--- src/rtl/led_scroll_ctrl.sv ---
// Scroll sequencer: shows a 4-character window of a message and advances it at a programmable rate.
// Optional one-shot mode (stop after a single pass) is enabled by defining LED_SCROLL_ONESHOT_EN.
module led_scroll_ctrl #(
    parameter int          MSG_LEN     = 16,
    parameter int          SHIFT_TICKS = 50_000_000,
    parameter logic [3:0]  BLANK       = 4'hF
) (
    input  logic       clk,
    input  logic       reset,
    input  logic       wr_en,
    input  logic [3:0] wr_addr,
    input  logic [3:0] wr_data,
    input  logic       start,
    input  logic       pause,
    input  logic       stop,
    output logic [3:0] digit3,
    output logic [3:0] digit2,
    output logic [3:0] digit1,
    output logic [3:0] digit0,
    output logic       busy,
    output logic       wrap
);

    localparam int             CW     = $clog2(SHIFT_TICKS);
    localparam logic [CW-1:0]  RELOAD = CW'(SHIFT_TICKS - 1);
    localparam logic [3:0]     LAST   = 4'(MSG_LEN - 1);
    localparam logic [4:0]     LEN5   = 5'(MSG_LEN);

    typedef enum logic [1:0] {
        IDLE = 2'd0,
        RUN  = 2'd1,
        HOLD = 2'd2
    } state_t;

    state_t          state;
    state_t          next_state;
    logic [3:0]      ptr;
    logic [CW-1:0]   cnt;
    logic            step;
    logic            wrap_step;

    // Sixteen slots keep the 4-bit index exact; only the first MSG_LEN are ever written or read.
    logic [3:0]      mem [16];

    function automatic logic [3:0] win_idx(input logic [3:0] base, input logic [1:0] off);
        logic [4:0] sum;
        sum = {1'b0, base} + {3'b000, off};
        if (sum >= LEN5) begin
            sum = sum - LEN5;
        end
        return sum[3:0];
    endfunction

    always_ff @(posedge clk) begin
        if (state == IDLE && wr_en && ({1'b0, wr_addr} < LEN5)) begin
            mem[wr_addr] <= wr_data;
        end
    end

    always_comb begin
        next_state = state;
        step       = 1'b0;
        wrap_step  = 1'b0;
        if (state == RUN && !stop && cnt == '0) begin
            step      = 1'b1;
            wrap_step = (ptr == LAST);
        end
        case (state)
            IDLE: begin
                if (!stop && start) begin
                    next_state = RUN;
                end
            end
            RUN: begin
                if (stop) begin
                    next_state = IDLE;
`ifdef LED_SCROLL_ONESHOT_EN
                end else if (wrap_step) begin
                    next_state = IDLE;
`endif
                end else if (pause) begin
                    next_state = HOLD;
                end
            end
            HOLD: begin
                if (stop) begin
                    next_state = IDLE;
                end else if (!pause) begin
                    next_state = RUN;
                end
            end
            default: next_state = IDLE;
        endcase
    end

    // The counter only moves on RUN cycles, so a pause entered mid-step keeps the step length intact.
    always_ff @(posedge clk) begin
        if (reset) begin
            state <= IDLE;
            ptr   <= '0;
            cnt   <= '0;
            busy  <= 1'b0;
        end else begin
            state <= next_state;
            busy  <= (next_state != IDLE);
            if (state == IDLE && next_state == RUN) begin
                ptr <= '0;
                cnt <= RELOAD;
            end else if (state == RUN && !stop) begin
                if (step) begin
                    cnt <= RELOAD;
                    ptr <= (ptr == LAST) ? 4'd0 : ptr + 4'd1;
                end else begin
                    cnt <= cnt - 1'b1;
                end
            end
        end
    end

    always_ff @(posedge clk) begin
        if (reset) begin
            digit3 <= BLANK;
            digit2 <= BLANK;
            digit1 <= BLANK;
            digit0 <= BLANK;
        end else if (state == IDLE) begin
            digit3 <= BLANK;
            digit2 <= BLANK;
            digit1 <= BLANK;
            digit0 <= BLANK;
        end else begin
            digit3 <= mem[ptr];
            digit2 <= mem[win_idx(ptr, 2'd1)];
            digit1 <= mem[win_idx(ptr, 2'd2)];
            digit0 <= mem[win_idx(ptr, 2'd3)];
        end
    end

`ifdef LED_SCROLL_ONESHOT_EN
    // In one-shot mode the pulse coincides with busy falling, ahead of the blanked digits.
    always_ff @(posedge clk) begin
        if (reset) begin
            wrap <= 1'b0;
        end else begin
            wrap <= wrap_step;
        end
    end
`else
    logic wrap_pend;

    // Delayed one extra cycle so the pulse lines up with the digits showing the new window 0.
    always_ff @(posedge clk) begin
        if (reset) begin
            wrap_pend <= 1'b0;
            wrap      <= 1'b0;
        end else begin
            wrap_pend <= wrap_step;
            wrap      <= wrap_pend;
        end
    end
`endif

endmodule
--- config.mk ---
export PLATFORM = sky130hd
export DESIGN_NAME = led_scroll_ctrl
export DESIGN_NICKNAME = d
export VERILOG_FILES = /design/src/rtl/led_scroll_ctrl.sv
export SDC_FILE = /design/constraint.sdc
export NUM_CORES = 1
export LEC_CHECK = 0
export CORE_AREA = 10 10 157 159
export DETAILED_ROUTE_END_ITERATION = 8
export DIE_AREA = 0 0 167 169
export PLACE_DENSITY = 0.42
export SETUP_SLACK_MARGIN = 0.3
export SLEW_MARGIN = 30
export SYNTH_ARGS = -nofsm -noshare
export SYNTH_HDL_FRONTEND = slang
export SYNTH_SLANG_ARGS = --single-unit
--- constraint.sdc ---
create_clock -name clk -period 3.65 [get_ports clk]
set_clock_uncertainty 0.2 [all_clocks]
set_input_delay 0.365 -clock clk [delete_from_list [all_inputs] [get_ports clk]]
set_output_delay 0.365 -clock clk [all_outputs]
set_load 0.05 [all_outputs]
==> results of run 1 <==
==> kinds of logic (layout without fill, tap and decap cells) <==
logic type,after synthesis,count (layout),share of synthesized area [%]
and+or+nand+nor,162,162,14.6
AOI/OAI and AO/OA,55,55,5.74
buffers and inverters,35,79,2.63
muxes,95,95,27.9
xor gates and xnor gates,10,10,1.39
DFF,115,115,46.6
adders and majority gates,6,6,1.19
==> cell usage after synthesis (8+ instances only) <==
library cell,instances,share of area (%)
edfxtp_1,64,30
mux4_2,64,23
dfxtp_1,51,16
nor2_1,41,2.4
nand2_1,23,1.4
mux2i_1,22,3.5
nor3_1,22,1.7
a21oi_1,13,1.0
o21ai_0,13,1.0
clkbuf_1,12,0.71
nor4_1,12,1.2
nand2b_1,10,0.99
mux2_2,9,1.6
inv_1,8,0.48
nand3_1,8,0.63
==> routing by layer <==
metal,global-route usage (%),wire (um),vias up
met3,2.80,795,13
met1,15.5,7570,2173
met5,0,0,-
li1,-,-,1974
met4,3.89,163,0
met2,19.7,8360,154
==> state kept, by name, indices dropped and copies added, names as in the netlist <==
| register | cells |
|---|---|
| busy | 1 |
| mem | 64 |
| digit3 | 4 |
| digit2 | 4 |
| state | 2 |
| digit1 | 4 |
| cnt | 26 |
| digit0 | 4 |
| ptr | 4 |
| wrap_pend | 1 |
| wrap | 1 |
==> worst max-delay path, stage by stage (launching register included) <==
cell	delay [ns]
dfxtp_1	0.71
ha_1	0.32
a21oi_1	0.07
xor2_1	0.52
mux4_2	0.62
nand2b_1	0.16
==> stage by stage <==
stage,hold slack (ns),utilization (%)
after detailed placement,0.251,32.1
after global routing,0.266,34.8
final,0.254,34.8
after floorplan,0.214,-
after global placement,0.233,32.1
after CTS,0.260,34.8
==> power by group <==
group	internal [W]	leakage [nW]	total [W]	switching [W]
combinational	0.0000980	1.07	0.000264	0.000166
sequential	0.00140	0.995	0.00143	0.0000348
clock	0.00101	0.278	0.00164	0.000627
total	0.00251	2.35	0.00334	0.000829
==> how the worst max path moves through the flow <==
stage / to / from / cells past startpoint
6_report: digit0[0] / ptr[2] / 5
5_1_grt: digit2[0] / ptr[0] / 5
2_1_floorplan: digit2[0] / ptr[1] / 9
3_3_place_gp: digit2[0] / ptr[0] / 5
4_1_cts: digit2[0] / ptr[0] / 5
3_5_place_dp: digit2[0] / ptr[0] / 5
==> area by class of cell <==
type                    count  share of cell area, %
multi-input cells         328                   42.9
flip-flops and latches    115                   39.3
clock buffers              18                   5.73
repair buffers             39                   4.94
well taps                 280                   4.68
clock inverters            14                   2.05
inverters                   8                  0.401
==> out/results.ini, run 1 <==
[drt]
vias = 4314
firstDrtPassIters = 5
antenna_left = 0
wire_per_inst_um = 21.0
drcViolationCount = 0
drt_iter0_drc = 316
route.final.wire_length_um = 16900
viasPerCell = 5.38

[placed_design]
preCtsSetupSlack_ns = 0.934
io_buffers = 31
dpl_cell_area_mm2 = 0.00691
place_hpwl_um = 12600
dp_cells = 770
gpl.final_weighted_congestion = 0.829

[timing]
tightest_slew_ns = 0.863
finalSetupTns_ns = 0
hold_viol = 0
setup-violations-final = 0
slew_violations = 0
finalCriticalPeriod_ns = 2.72
period_share_pct = 74.4
fmax_ghz = 0.368
slew_headroom_pct = 42.4
worst_slack_ns = 0.933
rsz0062_at_grt = false

[logic_synthesis]
synth_seq_cells = 115
avgSynthCellArea_um2 = 13.2
syn_inst = 478
ys.warnings.count = 0
synth_area_mm2 = 0.00632
synth_fp_nets = 498
ys.flop_type = edfxtp_1
yosys.cell_types.count = 59
yosysSeqAreaShare_pct = 46.6
synth-edff-count = 64
async_reset_ff_share_pct = 0

[critical_path]
endpoint_kind = register
ff2ff_path_depth = 5
reg2reg_to = digit0[0]
required_ns = 3.76
regToRegSetupSlack_ns = 0.93
critical_path_arrival_ns = 2.82
r2r_start = ptr[2]
worstSetupStartpointType = register
worstPathMaxFanout = 11
critical_path_class = register to register

[final_layout]
ff_latch_area_mm2 = 0.00295
nets = 529
n_antenna_cell = 0
finalInstanceArea_mm2 = 0.00749
final_cell_mix = 64 x mux4_2, 64 x edfxtp_1, 50 x dfxtp_1
final_cells = 802
area_growth_pct = 18.5
multi_input_area_mm2 = 0.00321
drive_gt1_share_pct = 26.2
n_fill_cell = 2035

[grt]
antenna_found_initial = 0
grt_overflow = 0
track_usage_pct = 12.1
grt_pass1_vias = 4276
grt_pass1_wl_um = 26200
grt_max_degree = 36

[clock_network]
path_clk_slew_ns = 0.05
htreeDepth = 4
cts-buffers-inserted = 17
cts_num_sinks = 115
clockRootBuffer = clkbuf_16
clk_path_buf_depth = 2
cts_resized = 0
cts_tree = built
ctsHoldBuffers = 0
postCtsSetupBuffers = 0
clk_latency_ns = 0.42

[power_and_ir_drop]
power_w = 0.00334
pwr_density_cell_mw_per_mm2 = 445
ir_drop_v = 0.000237
power.leakage_nw = 2.35

[floorplanning]
initial_core_util_pct = 29.3
core_mm2 = 0.0216
die_height_um = 169
die_w_um = 167
die-area_mm2 = 0.0282
rows = 54
ios = 32

[status]
status = completed

[hold_path]
hold_path_class = register to register
holdPathStages = 1
hold_end = wrap
min_from = wrap_pend

[flow_run]
drv_cap = 0

Note: power is estimated with default switching activity, not from simulation.
==> run 2, diff against run 1 <==
clock period = 2.5 ns   (was 3.65 ns; I/O delays follow)
==> out/results.ini, run 2 (same netlist as run 1, synthesis figures left out) <==
[final_layout]
n_antenna_cell = 0
largest_reg_flops = 64
n_fill_cell = 2037
final_cell_mix = 64 x mux4_2, 64 x edfxtp_1, 46 x dfxtp_1
top_register = mem
drive_gt1_share_pct = 35.0
area_growth_pct = 27.1
finalInstanceArea_mm2 = 0.00803
nets = 567
reg.largest.list = mem: 64 flops, cnt: 26 flops

[clock_network]
htreeDepth = 4
path_clk_slew_ns = 0.06
cts_tree = built
clockRootBuffer = clkbuf_16
cts-buffers-inserted = 17
clk_path_buf_depth = 2
cts_num_sinks = 115
clk_latency_ns = 0.41

[flow_run]
drv_cap = 0

[timing]
period_share_pct = 89.9
hold_viol = 0
slew_violations = 0
finalCriticalPeriod_ns = 2.25
fmax_ghz = 0.445
setup-violations-final = 0
tightest_slew_ns = 0.691
rsz0062_at_grt = true
slew_headroom_pct = 53.8
hold_slack_ns = 0.255
worst_slack_ns = 0.252

[critical_path]
reg2reg_to = digit0[2]
ff2ff_path_depth = 6
r2r_start = ptr[0]
cp_top_family = multiplexers
critical_path_arrival_ns = 2.35
cp_slowest_cell = mux4_2
critical_path.endpoint = digit0[2]
worstPathMaxFanout = 6
crit_path_cell_trace = inv_2 > ha_4 > clkbuf_16 > mux4_2 > mux4_2 > nand2b_1
worstSetupStartpointType = register
crit_buf_inv = 2
critical_path_class = register to register
regToRegSetupSlack_ns = 0.25
slowest_delay_ns = 0.50
crit_path_frequent_cell = mux4_2
worst-path-stages = 6
endpoint_kind = register
startpoint = ptr[0]
required_ns = 2.60

[power_and_ir_drop]
p_switching_w = 0.00121
seqPwrFrac_pct = 41.9
power.leakage_nw = 2.60
p_clk_share_pct = 48.9
power_switching_share_pct = 24.1
power.internal_w = 0.00380
power_w = 0.00500
ir_drop_v = 0.000429
combinationalPowerShare_pct = 9.1
pwr_density_cell_mw_per_mm2 = 623

[drt]
drt_iter0_drc = 466
viasPerCell = 5.40
firstDrtPassIters = 5
route.final.wire_length_um = 18200
drcViolationCount = 0
antenna_left = 0
vias = 4538
wire_per_inst_um = 21.7

[grt]
grt_pass1_vias = 4450
grt_max_degree = 36
track_usage_pct = 12.6
antenna_found_initial = 0
grt_pass1_wl_um = 27600
grt_overflow = 0

[floorplanning]
initial_core_util_pct = 29.3
die_w_um = 167
rows = 54
ios = 32
die_height_um = 169
core_mm2 = 0.0216
die-area_mm2 = 0.0282

[status]
status = completed

[hold_path]
hold_path_class = register to register

[placed_design]
preCtsSetupSlack_ns = 0.0643
gpl.final_weighted_congestion = 0.820
dpl_cell_area_mm2 = 0.00711
place_hpwl_um = 13000
io_buffers = 31

==> run 2: cell types whose count changed in the layout (fill, tap and decap cells not counted), sizes merged <==
cell,delta
bufinv,+1
buf,+36
inv,-3
clkinv,+2
clkinvlp,-1
clkbuf,+3
==> run 2: what timing repair did <==
| action | in CTS | in global routing |
|---|---|---|
| hold buffers | 0 | 0 |
| buffers inserted | 9 | 6 |
| gates resized for setup | 14 | 19 |
| endpoints found under the setup margin | 28 | 31 |
| cloned | 0 | 2 |
| pin swaps | 7 | 12 |
==> run 2: worst reg2reg max path: cells and delay by family, from the launching register on <==
family / cells / cell delay [ns]
simple gates: 1 / 0.17
flops: 1 / 0.39
mux: 2 / 0.82
fa+ha+maj: 1 / 0.33
buf+inv: 2 / 0.24
==> run 2: layer usage <==
layer | global-route usage (%) | wire length [um] | vias up
met1 | 17.1 | 8450 | 2321
met5 | 0 | 0 | -
li1 | - | - | 2055
met2 | 19.3 | 8430 | 147
met3 | 3.73 | 1150 | 15
met4 | 2.98 | 164 | 0
==> run 2: layout make-up <==
type | instances | area (um2) | area share (%)
multi-input combinational | 328 | 3330 | 41.5
sequential | 115 | 2950 | 36.8
timing repair buffer | 77 | 772 | 9.61
clock buffer | 19 | 433 | 5.39
tap | 280 | 350 | 4.36
clock inverter | 13 | 160 | 1.99
inverter | 8 | 32.5 | 0.405
==> run 2: worst min path at each step <==
stage	slack, ns	startpoint	endpoint	cells past startpoint
floorplan	0.14	stop	state[1]	1
global placement	0.25	wrap_pend	wrap	1
global route	0.28	wrap_pend	wrap	1
detailed placement	0.25	wrap_pend	wrap	1
CTS	0.26	pause	state[1]	2
finish	0.25	wrap_pend	wrap	1
==> run 2: power by group through the flow <==
stage,sequential (W),clock (W),combinational (W)
floorplan,0.00214,0,0.000241
global placement,0.00213,0,0.000403
detailed placement,0.00213,0,0.000405
CTS,0.00209,0.00251,0.000426
global route,0.00210,0.00259,0.000503
finish,0.00210,0.00245,0.000458
==> run 2: metrics by stage <==
stage / util (%) / std cells / setup TNS (ns)
floorplan: - / 478 / -0.903
global placement: 33.0 / 791 / 0
detailed placement: 33.0 / 791 / 0
CTS: 36.4 / 832 / 0
global route: 37.3 / 840 / 0
finish: 37.3 / 840 / 0
